===== src/rtl/conversor_bcd.sv =====
// Sequential 44-bit binary to 14-digit packed BCD converter (double-dabble).
// Performs one shift-add-3 step per clock and uses a start/busy/done handshake.
module conversor_bcd (
    input  logic        clock,
    input  logic        reset,
    input  logic [43:0] Entrada,
    input  logic        inicio,
    output logic [55:0] Bcd,
    output logic        ocupado,
    output logic        pronto
);

    typedef enum logic [1:0] {
        OCIOSO   = 2'd0,
        CONVERTE = 2'd1,
        FIM      = 2'd2
    } estado_t;

    localparam int unsigned NUM_DIGITOS = 14;
    localparam logic [5:0]  NUM_PASSOS  = 6'd44;

    estado_t     estado_q;
    logic [43:0] bin_q;
    logic [55:0] esc_q;
    logic [5:0]  cnt_q;
    logic [55:0] bcd_q;
    logic        ocupado_q;
    logic        pronto_q;

    // Scratch register after the per-digit add-3 correction; no carry crosses digits.
    logic [55:0] esc_d;

    always_comb begin
        // NOTE: default assignment first, so no path leaves esc_d unassigned (no latch).
        esc_d = esc_q;
        for (int k = 0; k < NUM_DIGITOS; k++) begin
            if (esc_q[4*k +: 4] >= 4'd5) begin
                esc_d[4*k +: 4] = esc_q[4*k +: 4] + 4'd3;
            end
        end
    end

    // NOTE: sequential state uses non-blocking assignments only, so all registers
    // update together from the values that held before the edge.
    always_ff @(posedge clock) begin
        if (reset) begin
            // NOTE: every register, including the result, is cleared, so an aborted
            // conversion cannot leave a partial value on Bcd.
            estado_q  <= OCIOSO;
            bin_q     <= '0;
            esc_q     <= '0;
            cnt_q     <= '0;
            bcd_q     <= '0;
            ocupado_q <= 1'b0;
            pronto_q  <= 1'b0;
        end else begin
            pronto_q <= 1'b0;
            case (estado_q)
                OCIOSO: begin
                    if (inicio) begin
                        bin_q     <= Entrada;
                        esc_q     <= '0;
                        cnt_q     <= NUM_PASSOS;
                        ocupado_q <= 1'b1;
                        estado_q  <= CONVERTE;
                    end
                end
                CONVERTE: begin
                    // Digit 13 never exceeds 1, so bit 55 of esc_d is always 0 and is safely dropped.
                    {esc_q, bin_q} <= {esc_d[54:0], bin_q, 1'b0};
                    cnt_q          <= cnt_q - 6'd1;
                    if (cnt_q == 6'd1) begin
                        estado_q <= FIM;
                    end
                end
                FIM: begin
                    bcd_q     <= esc_q;
                    pronto_q  <= 1'b1;
                    ocupado_q <= 1'b0;
                    estado_q  <= OCIOSO;
                end
                default: begin
                    estado_q <= OCIOSO;
                end
            endcase
        end
    end

    assign Bcd     = bcd_q;
    assign ocupado = ocupado_q;
    assign pronto  = pronto_q;

endmodule


===== config.mk =====
export PLATFORM = sky130hd
export DESIGN_NAME = conversor_bcd
export DESIGN_NICKNAME = d
export VERILOG_FILES = /design/src/rtl/conversor_bcd.sv
export SDC_FILE = /design/constraint.sdc
export NUM_CORES = 1
export LEC_CHECK = 0
export ABC_AREA = 1
export CORE_MARGIN = 1.5
export CORE_UTILIZATION = 35
export CTS_CLUSTER_DIAMETER = 100
export DETAILED_ROUTE_END_ITERATION = 8
export PLACE_DENSITY = 0.53
export RECOVER_POWER = 100
export SLEW_MARGIN = 15
export SYNTH_ARGS = -nofsm -noshare
export SYNTH_HDL_FRONTEND = slang
export SYNTH_SLANG_ARGS = --single-unit

===== constraint.sdc =====
create_clock -name clock -period 1.55 [get_ports clock]
set_clock_uncertainty 0.05 [all_clocks]
set_input_delay 0.155 -clock clock [delete_from_list [all_inputs] [get_ports clock]]
set_output_delay 0.155 -clock clock [all_outputs]
set_load 0.005 [all_outputs]

Yosys cells after proc, flatten, opt, wreduce, memory -nomap -nowiden

Index checks and enable logic that the tools add are counted.
W data, S select, Z words.

Add/sub/neg operators: 15
$lt $le $gt $ge: 14
Equality and inequality tests: 5
Multiplexer cells: 26
Reduce and logical (&&, ||, !) cells: 6

Operators by type and width:

| cell                  | count |
|---|---|
| $pmux W56 S2          | 1 |
| $pmux W44 S2          | 1 |
| $ge A4 B3 Y1 const B  | 14 |
| $mux W56              | 1 |
| $add A4 B2 Y4 const B | 13 |
| $mux W4               | 13 |
| $mux W44              | 1 |
| $pmux W6 S2           | 1 |
| $eq A6 B1 Y1 const B  | 1 |
| $mux W6               | 1 |
| $reduce_and A2 Y1     | 3 |
| $sub A6 B1 Y6 const B | 1 |
| $mux W2               | 2 |
| $ne A2 B2 Y1 const B  | 2 |
| $pmux W2 S2           | 1 |
| $reduce_bool A2 Y1    | 2 |
| $add A3 B2 Y3 const B | 1 |
| $mux W3               | 1 |
| $eq A2 B1 Y1 const B  | 1 |
| $eq A2 B2 Y1 const B  | 1 |
| $logic_not A2 Y1      | 1 |
| $mux W1               | 2 |
| $pmux W1 S2           | 1 |

Register bits: 166
Input bits: 47
Output and inout port bits: 58
Logic and storage cells: 73

Depth between registers and ports, before layout

Word-level depth: 3
Gate-level depth with buffers: 9
Depth with buffers taken out: 9

Worst setup path after synthesis

Ideal clock, no wire load.

Path kind: register to register
Start point: register esc_q[16]
End point: register esc_q[20]
Setup time: 0.065 ns
Data arrival time: 1.107 ns
Path slack: 0.328 ns
Stages on the path, launching flop included: 10
Clock period less this slack: 1.222 ns
Cells stage by stage: dfxtp_1 inv_1 ha_1 inv_1 nand2_1 nand3_1 nand2_1 nor2_1 nor2_1 nor2_1

Cells in the longest elaborated chain, start to end: 3
Elaborated cells between the ends (all ways): 4
Classes of those cells: add/sub (1); order compare (1); mux (2)

Ends and longest elaborated chain:

| item                                                 | line   | RTL |
|---|---|---|
| from (decl)                                          | 24     | `logic [55:0] esc_q;` |
| from (signal assigned)                               | 70     | `{esc_q, bin_q} <= {esc_d[54:0], bin_q, 1'b0};` |
| $add A4 B2 Y4 / $ge A4 B3 Y1 (equally long branches) | 38, 37 |  |
| $mux W4 (*)                                          | 37     | `if (esc_q[4*k +: 4] >= 4'd5) begin` |
| $pmux W56 S2 (*)                                     | 58     | `case (estado_q)` |

Mark *: on every way between the ends. The rest lies on a longest branch, timed or not.
A chain may end at the register's enable or synchronous reset.

Final worst setup path

Start point: register bcd_q[0] (netlist: Bcd[0])
End point: output Bcd[0]

RTL lines:

| item                   | line | RTL |
|---|---|---|
| from (decl)            | 26   | `logic [55:0] bcd_q;` |
| from (signal assigned) | 77   | `bcd_q <= esc_q;` |
| to (decl)              | 8    | `output logic [55:0] Bcd,` |

No word-level cell between the ends.

==> run summary <==
Status = finished clean
CP arrival = 1.29 ns
RSZ-0062 raised after global routing = no
Largest net degree at the start of global routing = 60
Critical path fanouts, max = 2
Mapped Avg Cell Area = 7.183 um2
Worst Tran Pin Value = 0.4280 ns
Post-Place Worst Slack = 0.004281 ns
Fillers = 2186
Post-DP HPWL = 11650 um
Final WS setup = 0.05289 ns
CTS HTree Levels = 4
Max-cap violations = 0
Final setup TNS = 0 ns
Final Hold Fails = 0
CP delay by family, top = buffers and inverters
DRT Wirelength = 17460 um
Latest clock arrival within the worst-skew pair = 0.42 ns
Root Driver = clkbuf_16
Max stage delay on crit path = 0.51 ns
Initial antenna violation count = 0
Drt pass-1 iters = 7
Gr usage total = 16.41%
Syn nets = 1118
Initial Util = 35.57%
Clk slew on worst S/H paths = 0.07 ns
Final setup viols = 0
Row Count = 53
VDD IR max = 0.6088 mV
CTS tree = built
Vias in the first global route = 6498
Max Root-Sink Buffers = 2
CTS buffer count = 17
Fraction of layout cells with a size suffix above 1 = 5.939%
Io pins = 105
Nets = 1209
Global-route wire length before repair = 30170 um
Commonest non-fill, non-tap cell in the layout = nand2_1
Sequence of cells on the critical path = clkdlybuf4s50_1
Most frequent cells in the layout = nand2_1, dfxtp_1, nand3_1, clkdlybuf4s50_1, inv_1
Final Core Density = 45.00%
Initial drt markers = 292
Buffers on Ports = 104
Number of nets with antenna violations after routing = 0
CP required = 1.34 ns
Core area = 21020 um2
Power Dens Cells = 974.4 nW/um2
Die H = 149.2 um
CTS Sinks = 166
Via count = 6814
Worst setup SP type = flop
Synthesized cell area = 7477 um2
#FFs+latches synth = 166
Leakage power total = 3.655 nW
Worst Path Buf+Inv = 1
Critical-path top delay cell = clkdlybuf4s50_1
Vias per cell = 4.799
Die width = 149.2 um
Layout area overhead = 26.52%
WL per Instance = 12.29 um
Hold/Removal Path Class = in2reg
# diodes = 0
DRC Markers = 0
FMAX = 668.0 MHz
Netlist cell types = 24
Kind of critical path = reg2out
Die area = 22250 um2
GPL Wtd Cong = 0.8095
Tcrit/Tclk final = 96.59%
Yosys warnings = 0
CP endpoint kind = output pin
Max Slew Vio Count = 0
Cells after synthesis = 1041
Sequential share of the synthesized area = 44.44%
Slew headroom = 71.47%
Fin crit period = 1.497 ns
Total gr overflow = 0
[synth_stat cells (all sizes together)]
master,count,area share [%]
nand2,305,15
dfxtp,166,44
nand3,130,8.7
inv,93,4.7
o21ai,88,5.9
nor2,49,2.6
a21oi,48,3.2
a31oi,44,3.7
buf,42,3.0
ha,30,5.0
nand4,29,2.4
clkbuf,14,0.70
a22oi,1,0.10
clkinv,1,0.050
nor3,1,0.067
[through the flow]
step | instances | power, mW | hold slack [ns] | instance area (um2)
after floorplan | 1041 | 4.896 | 0.2488 | 7477
after global placement | 1387 | 5.204 | 0.3655 | 8885
after detailed placement | 1387 | 5.205 | 0.3620 | 8885
after CTS | 1420 | 9.375 | 0.2170 | 9472
after global routing | 1420 | 9.623 | 0.2496 | 9460
final | 1420 | 9.219 | 0.2384 | 9460
[kinds of logic (layout without fill, tap and decap cells)]
logic type      after synthesis  after routing  share of synthesized area [%]
buf+inv                     150            254                          8.467
flops                       166            166                          44.44
compound gates              181            181                          12.94
simple gates                514            514                          29.13
fa+ha+maj                    30             30                          5.020
[report_power, final]
group          switching, mW  leakage, nW  internal (mW)
clock network           1.83        0.267           2.29
registers             0.0537         1.35           4.36
logic                  0.393         2.04          0.283
[worst min-delay path: cells and delay by family]
family | cells | cell delay [ns]
buffers and inverters | 1 | 0.39
and+or+nand+nor | 1 | 0.06
AOI/OAI and AO/OA | 1 | 0.05
[metal layers]
metal | share of wire, % | vias to the layer above | track usage [%]
met5 | 0 | - | 0
met4 | 0.85 | 0 | 5.644
met3 | 3.8 | 11 | 3.486
met2 | 45 | 110 | 26.53
met1 | 50 | 3069 | 21.62
li1 | - | 3624 | -
[sequential cells by signal (all words and copies together) (netlist names)]
| signal | cells |
|---|---|
| Bcd | 56 |
| esc_q | 56 |
| bin_q | 44 |
| cnt_q | 6 |
| estado_q | 2 |
| ocupado | 1 |
| pronto | 1 |
[area by class of cell]
type                    instances  area, um2  share of cell area (%)
multi-input cells             725       3523                   37.24
flip-flops and latches        166       3333                   35.23
repair buffers                128       1330                   14.06
clock buffers                  18      439.2                   4.642
inverters                      94      352.8                   3.730
well taps                     275      344.1                   3.637
clock inverters                14      137.6                   1.455
[final timing paths]
| kind | depth (start not counted) | slack (ns) | startpoint | to |
|---|---|---|---|---|
| worst max-delay path | 1 | 0.05 | Bcd[0] | Bcd[0] |
| worst min-delay path | 3 | 0.24 | Entrada[0] | bin_q[0] |
| worst max register to register | 9 | 0.15 | esc_q[0] | esc_q[4] |
| worst min register to register | 2 | 0.42 | bin_q[0] | bin_q[0] |
[timing repair]
| item | in CTS | in global routing |
|---|---|---|
| hold endpoints to repair | 1 | 0 |
| setup endpoints to repair | 2 | 8 |
| resized for setup | 2 | 8 |
| hold buffers | 1 | 0 |
| buffers inserted | 0 | 0 |
Note: power is estimated with default switching activity, not from simulation.
